### config.mk
export PLATFORM = sky130hd
export DESIGN_NAME = adc_cnv_sequencer
export DESIGN_NICKNAME = d
export VERILOG_FILES = /design/src/rtl/adc_pkg.sv /design/src/rtl/adc_cnv_timer.sv /design/src/rtl/adc_cnv_sequencer.sv
export SDC_FILE = /design/constraint.sdc
export NUM_CORES = 1
export LEC_CHECK = 0
export BUFFER_PORTS_ARGS = -buffer_cell sky130_fd_sc_hd__buf_2
export CORE_MARGIN = 1.5
export CORE_UTILIZATION = 30
export DETAILED_ROUTE_END_ITERATION = 8
export PLACE_DENSITY = 0.54
export SLEW_MARGIN = 15
export SYNTH_ARGS = -nofsm -noshare
export SYNTH_HDL_FRONTEND = slang
export SYNTH_SLANG_ARGS = --single-unit
### constraint.sdc
create_clock -name clk -period 12.5 [get_ports clk]
set_input_delay 2.5 -clock clk [delete_from_list [all_inputs] [get_ports clk]]
set_output_delay 2.5 -clock clk [all_outputs]
set_load 0.005 [all_outputs]
### src/rtl/adc_pkg.sv
// Shared types and widths for the ADC conversion sequencer and the SPI controller it drives.
package adc_pkg;

   localparam int ADC_DATA_W    = 32;
   localparam int ADC_REG_CMD_W = 24;

   typedef enum logic [2:0] {
      IDLE     = 3'd0,
      CNV_HIGH = 3'd1,
      CNV_WAIT = 3'd2,
      ACQ      = 3'd3,
      REG_WRT  = 3'd4
   } seq_state_t;

   function automatic int max_int(input int a, input int b);
      return (a > b) ? a : b;
   endfunction

endpackage

### src/rtl/adc_cnv_timer.sv
// Free-running conversion period counter: counts 0..max(period,1)-1 while enabled, tick on the wrap cycle.
module adc_cnv_timer #(
   parameter int CNT_WIDTH = 32
) (
   input  logic                 clk,
   input  logic                 reset,
   input  logic                 enable,
   input  logic [CNT_WIDTH-1:0] period,
   output logic                 tick
);

   logic [CNT_WIDTH-1:0] cnt_q, cnt_d;
   logic [CNT_WIDTH-1:0] period_q, period_d;
   logic [CNT_WIDTH-1:0] per_live;
   logic [CNT_WIDTH-1:0] per_cur;

   // The period is sampled whenever the count sits at 0, so a new value only applies from the next wrap.
   always_comb begin
      per_live = (period == '0) ? CNT_WIDTH'(1) : period;
      per_cur  = (cnt_q == '0) ? per_live : period_q;
      period_d = per_cur;
      tick     = 1'b0;
      cnt_d    = '0;
      if (enable) begin
         if (cnt_q == per_cur - CNT_WIDTH'(1)) begin
            tick  = 1'b1;
            cnt_d = '0;
         end else begin
            cnt_d = cnt_q + CNT_WIDTH'(1);
         end
      end
   end

   always_ff @(posedge clk) begin
      if (reset) begin
         cnt_q    <= '0;
         period_q <= CNT_WIDTH'(1);
      end else begin
         cnt_q    <= cnt_d;
         period_q <= period_d;
      end
   end

endmodule

### src/rtl/adc_cnv_sequencer.sv
// Periodic ADC conversion sequencer: CNV pulse, conversion wait, acquisition handoff to the SPI
// controller, single-entry AXI-Stream output, and register-write arbitration between conversions.
//
// state    | meaning
// ---------+---------------------------------------------------------------
// IDLE     | waiting for a period tick or a register-write request
// CNV_HIGH | cnv pin high for CNV_HIGH_CYCLES
// CNV_WAIT | ADC converting, CONV_CYCLES before start_acq
// ACQ      | SPI readout running, waiting for acq_done
// REG_WRT  | SPI register write running, waiting for reg_wrt_done
module adc_cnv_sequencer
   import adc_pkg::*;
#(
   parameter int CNT_WIDTH       = 32,
   parameter int CNV_HIGH_CYCLES = 4,
   parameter int CONV_CYCLES     = 72,
   parameter int STAT_WIDTH      = 16
) (
   input  logic                     clk,
   input  logic                     reset,
   input  logic                     enable,
   input  logic [CNT_WIDTH-1:0]     cnv_period,
   output logic                     cnv,
   output logic                     start_acq,
   input  logic                     acq_done,
   input  logic [ADC_DATA_W-1:0]    cnv_data,
   output logic                     start_reg_wrt,
   output logic [ADC_REG_CMD_W-1:0] reg_cmd,
   input  logic                     reg_wrt_done,
   input  logic                     reg_wrt_req,
   input  logic [ADC_REG_CMD_W-1:0] reg_wrt_cmd,
   output logic                     reg_wrt_ack,
   output logic [ADC_DATA_W-1:0]    m_axis_tdata,
   output logic                     m_axis_tvalid,
   input  logic                     m_axis_tready,
   output logic [STAT_WIDTH-1:0]    missed_count,
   output logic [STAT_WIDTH-1:0]    overrun_count
);

   localparam int PH_MAX = max_int(CNV_HIGH_CYCLES, CONV_CYCLES);
   localparam int PH_W   = $clog2(PH_MAX + 1);

   seq_state_t               state_q, state_d;
   logic [PH_W-1:0]          ph_q, ph_d;
   logic                     start_acq_q, start_acq_d;
   logic                     start_reg_wrt_q, start_reg_wrt_d;
   logic                     reg_wrt_ack_q, reg_wrt_ack_d;
   logic [ADC_REG_CMD_W-1:0] reg_cmd_q, reg_cmd_d;
   logic [ADC_DATA_W-1:0]    tdata_q, tdata_d;
   logic                     tvalid_q, tvalid_d;
   logic [STAT_WIDTH-1:0]    missed_q, missed_d;
   logic [STAT_WIDTH-1:0]    overrun_q, overrun_d;
   logic                     tick;
   logic                     capture;

   adc_cnv_timer #(
      .CNT_WIDTH(CNT_WIDTH)
   ) u_timer (
      .clk    (clk),
      .reset  (reset),
      .enable (enable),
      .period (cnv_period),
      .tick   (tick)
   );

   always_ff @(posedge clk) begin
      if (reset) begin
         state_q         <= IDLE;
         ph_q            <= '0;
         start_acq_q     <= 1'b0;
         start_reg_wrt_q <= 1'b0;
         reg_wrt_ack_q   <= 1'b0;
         reg_cmd_q       <= '0;
         tdata_q         <= '0;
         tvalid_q        <= 1'b0;
         missed_q        <= '0;
         overrun_q       <= '0;
      end else begin
         state_q         <= state_d;
         ph_q            <= ph_d;
         start_acq_q     <= start_acq_d;
         start_reg_wrt_q <= start_reg_wrt_d;
         reg_wrt_ack_q   <= reg_wrt_ack_d;
         reg_cmd_q       <= reg_cmd_d;
         tdata_q         <= tdata_d;
         tvalid_q        <= tvalid_d;
         missed_q        <= missed_d;
         overrun_q       <= overrun_d;
      end
   end

   always_comb begin
      state_d         = state_q;
      ph_d            = ph_q;
      start_acq_d     = 1'b0;
      start_reg_wrt_d = 1'b0;
      reg_wrt_ack_d   = 1'b0;
      reg_cmd_d       = reg_cmd_q;
      case (state_q)
         IDLE: begin
            // During the ack cycle the requester still holds req; do not start a second write.
            if (tick) begin
               state_d = CNV_HIGH;
               ph_d    = PH_W'(CNV_HIGH_CYCLES - 1);
            end else if (reg_wrt_req && !reg_wrt_ack_q) begin
               state_d         = REG_WRT;
               reg_cmd_d       = reg_wrt_cmd;
               start_reg_wrt_d = 1'b1;
            end
         end
         CNV_HIGH: begin
            if (ph_q == '0) begin
               state_d = CNV_WAIT;
               ph_d    = PH_W'(CONV_CYCLES - 1);
            end else begin
               ph_d = ph_q - PH_W'(1);
            end
         end
         CNV_WAIT: begin
            if (ph_q == '0) begin
               state_d     = ACQ;
               start_acq_d = 1'b1;
            end else begin
               ph_d = ph_q - PH_W'(1);
            end
         end
         ACQ: begin
            if (acq_done) state_d = IDLE;
         end
         REG_WRT: begin
            if (reg_wrt_done) begin
               state_d       = IDLE;
               reg_wrt_ack_d = 1'b1;
            end
         end
         default: state_d = IDLE;
      endcase
   end

   // Output holding register and saturating statistics.
   always_comb begin
      capture   = (state_q == ACQ) && acq_done;
      tvalid_d  = tvalid_q && !m_axis_tready;
      tdata_d   = tdata_q;
      overrun_d = overrun_q;
      missed_d  = missed_q;
      if (capture) begin
         if (!tvalid_q || m_axis_tready) begin
            tvalid_d = 1'b1;
            tdata_d  = cnv_data;
         end else if (overrun_q != '1) begin
            overrun_d = overrun_q + STAT_WIDTH'(1);
         end
      end
      if (tick && (state_q != IDLE) && (missed_q != '1)) begin
         missed_d = missed_q + STAT_WIDTH'(1);
      end
   end

   always_comb begin
      cnv           = (state_q == CNV_HIGH);
      start_acq     = start_acq_q;
      start_reg_wrt = start_reg_wrt_q;
      reg_wrt_ack   = reg_wrt_ack_q;
      reg_cmd       = reg_cmd_q;
      m_axis_tdata  = tdata_q;
      m_axis_tvalid = tvalid_q;
      missed_count  = missed_q;
      overrun_count = overrun_q;
   end

endmodule

==> flow_summary.ini <==
[run]
max_cap_viol_count = 0

[yosys]
synth.area.top_cells = dfxtp_1 (36%), nor2_1 (5.9%), nand2_1 (5.7%)
yosysSeqAreaShare = 0.362
synthArstFlopShare = 0
ys_warn_count = 0
synth_top_area_frac = 0.362
synth_top_cell_by_area = dfxtp_1
syn_nets = 1256
ys.flop_type = dfxtp_1
syn_inst = 1155
synth_commonest_cells = dfxtp_1 (166), nor2_1 (144), nand2_1 (140)
synth.most_common_cell = dfxtp_1
syn_area_sq_um = 9190
avgSynthCellArea_sq_um = 7.95
synth_cell_types = 74
synth-seq-cells = 166
synth_edf_count = 0

[clocking]
clockBufferDepth = 2
cts_setup_buffers = 0
clock-root-buffer = clkbuf_16
cts_hold_buf = 0
h-tree-depth = 4
cts-buffers-inserted = 17
clk_pin_slew_ns = 0.07
cts_resized = 0
cts_tree = done
cts.sinks = 166
clk_latency_ns = 0.43

[critical_path]
slowest_delay_ns = 0.76
crit_chain = buf_2 -> or4_4 -> nor4_4 -> a31o_2 -> mux2i_1 -> ha_1 -> nor3b_1 -> nand4_1 -> a2111oi_0 -> a41oi_1 -> xor2_1 -> nand4_1 -> a2111oi_0 -> nand4_1 -> or4_1 -> nor2_1 -> o22ai_1
cp-end-kind = register
arrival_ns = 7.62
crit_top_cell = nand4_1
required_ns = 12.80
cp_slowest_cell = or4_1
setup.worst_path.start_class = input port
cp_max_fo = 9
crit_type = input port to register

[timing]
rsz0062_at_grt = no
setup_viol = 0
skew_ns = 0.0105
holdWs_ns = 0.451
tightest_slew_ns = 1.09
slew_headroom = 0.275
max_freq_mhz = 137
hold_violations = 0
fin_setup_tns_ns = 0
slew_viol_final = 0
min_period_ns = 7.31
fin_crit_sh = 0.585

[placed_design]
gp_congestion = 0.828
io_buffers = 187
place_hpwl_um = 20500

[floorplan]
rows = 63
die_w_um = 178
ios = 188
start_util = 0.307
dieArea_sq_um = 31700
die-height_um = 178
core_sq_um = 29900

[power]
power.share.clock = 0.430
p_seq_frac = 0.438
p_leak_nw = 4.26
p_int_w = 0.000930
power_density_nw_per_um2 = 116
irDropWorstVdd_v = 0.0000956
sw_frac_of_total = 0.272
power_frac_comb = 0.132
power_switching_w = 0.000347

[routing]
dr.pass1.iters = 7
drt-total-wl_um = 28400
vias = 8695
drt_iter0_markers = 611
drtAntennaViolNets = 0
via_per_inst = 5.10
drc = 0
wl_per_cell_um = 16.7

[hold_path]
min_path_type = register to register

[global_route]
grt_first_pass_wirelength_um = 44700
grt_pass1_vias = 8179
grt_max_degree = 89
grt_overflow_total = 0
grt_use_total = 0.181
antenna_found_initial = 0

[status]
outcome = completed

[layout]
drive_gt1_frac = 0.190
diodes = 0
nFillCells = 3130
fin_nets = 1404
syn2layout_area_growth_pct = 19.5
layout make-up:
class	count	area, sq um	share of cell area
Multi-Input combinational cell	903	5490	0.501
Sequential cell	166	3320	0.303
Timing Repair Buffer	196	1010	0.0916
Tap cell	390	488	0.0445
Clock buffer	18	439	0.0400
Clock inverter	12	155	0.0141
Inverter	19	71.3	0.00650
metal layers:
metal	up-vias	part of all wire	track usage
met5	-	0	0
met2	271	0.48	0.294
met1	3997	0.44	0.234
met3	37	0.060	0.0405
li1	4390	-	-
met4	0	0.022	0.0630
critical path, delay by kind of cell:
family | cells | cell delay [ns]
AO/OA/AOI/OAI | 5 | 1.15
XOR/XNOR | 1 | 0.24
adder cells (fa/ha/maj) | 1 | 0.31
buffers and inverters | 1 | 0.12
multiplexers | 1 | 0.13
AND/OR/NAND/NOR | 8 | 3.15
state kept, by name, indices dropped and copies added, names as in the netlist:
name,count
missed_count,16
m_axis_tdata,32
u_timer.period_q,32
u_timer.cnt_q,32
reg_cmd,24
reg_wrt_ack,1
ph_q,7
overrun_count,16
start_acq,1
m_axis_tvalid,1
start_reg_wrt,1
state_q,3
logic make-up after synthesis:
| logic type | synth area share |
|---|---|
| adders and majority gates | 0.00817 |
| AOI/OAI and AO/OA | 0.139 |
| muxes | 0.0539 |
| and+or+nand+nor | 0.313 |
| DFF | 0.362 |
| buffers and inverters | 0.0415 |
| xor gates and xnor gates | 0.0816 |
path summary, 6_finish.rpt:
check,startpoint,end,slack [ns],cells after the start
setup / recovery,cnv_period[5],ph_q[4],5.19,17
hold / removal,m_axis_tdata[17],m_axis_tdata[17],0.45,2
setup reg to reg,u_timer.cnt_q[0],ph_q[4],6.10,19
hold reg to reg,m_axis_tdata[17],m_axis_tdata[17],0.45,2
layout by cell type, fill, tap and decap left out, types with 25 or more instances in the layout:
cell | netlist | layout
buf_2 | 14 | 186
dfxtp_1 | 166 | 166
nor2_1 | 144 | 144
nand2_1 | 140 | 140
a21oi_1 | 90 | 89
mux2i_1 | 47 | 47
xor2_1 | 43 | 43
nor3_1 | 41 | 41
nand3_1 | 41 | 41
xnor2_1 | 40 | 40
o21ai_0 | 36 | 36
nand2b_1 | 25 | 25
power by group through the flow:
| stage | Combinational [W] | Clock [W] | Sequential (W) |
|---|---|---|---|
| 5_1_grt | 0.000185 | 0.000587 | 0.000561 |
| 6_report | 0.000168 | 0.000549 | 0.000559 |
| 4_1_cts | 0.000167 | 0.000566 | 0.000559 |
| 2_1_floorplan | 0.000111 | 0 | 0.000566 |
| 3_3_place_gp | 0.000167 | 0 | 0.000571 |
| 3_5_place_dp | 0.000167 | 0 | 0.000570 |
through the flow:
stage | power, W | utilization | worst slack [ns] | instance area (sq um) | instances
6_report | 0.00128 | 0.367 | 5.19 | 11000 | 1704
5_1_grt | 0.00133 | 0.367 | 4.85 | 11000 | 1704
2_1_floorplan | 0.000677 | - | 5.82 | 9190 | 1155
3_5_place_dp | 0.000737 | 0.348 | 4.77 | 10400 | 1674
3_3_place_gp | 0.000737 | 0.348 | 4.92 | 10400 | 1674
4_1_cts | 0.00129 | 0.367 | 5.23 | 11000 | 1704
Note: power is estimated with default switching activity, not from simulation.
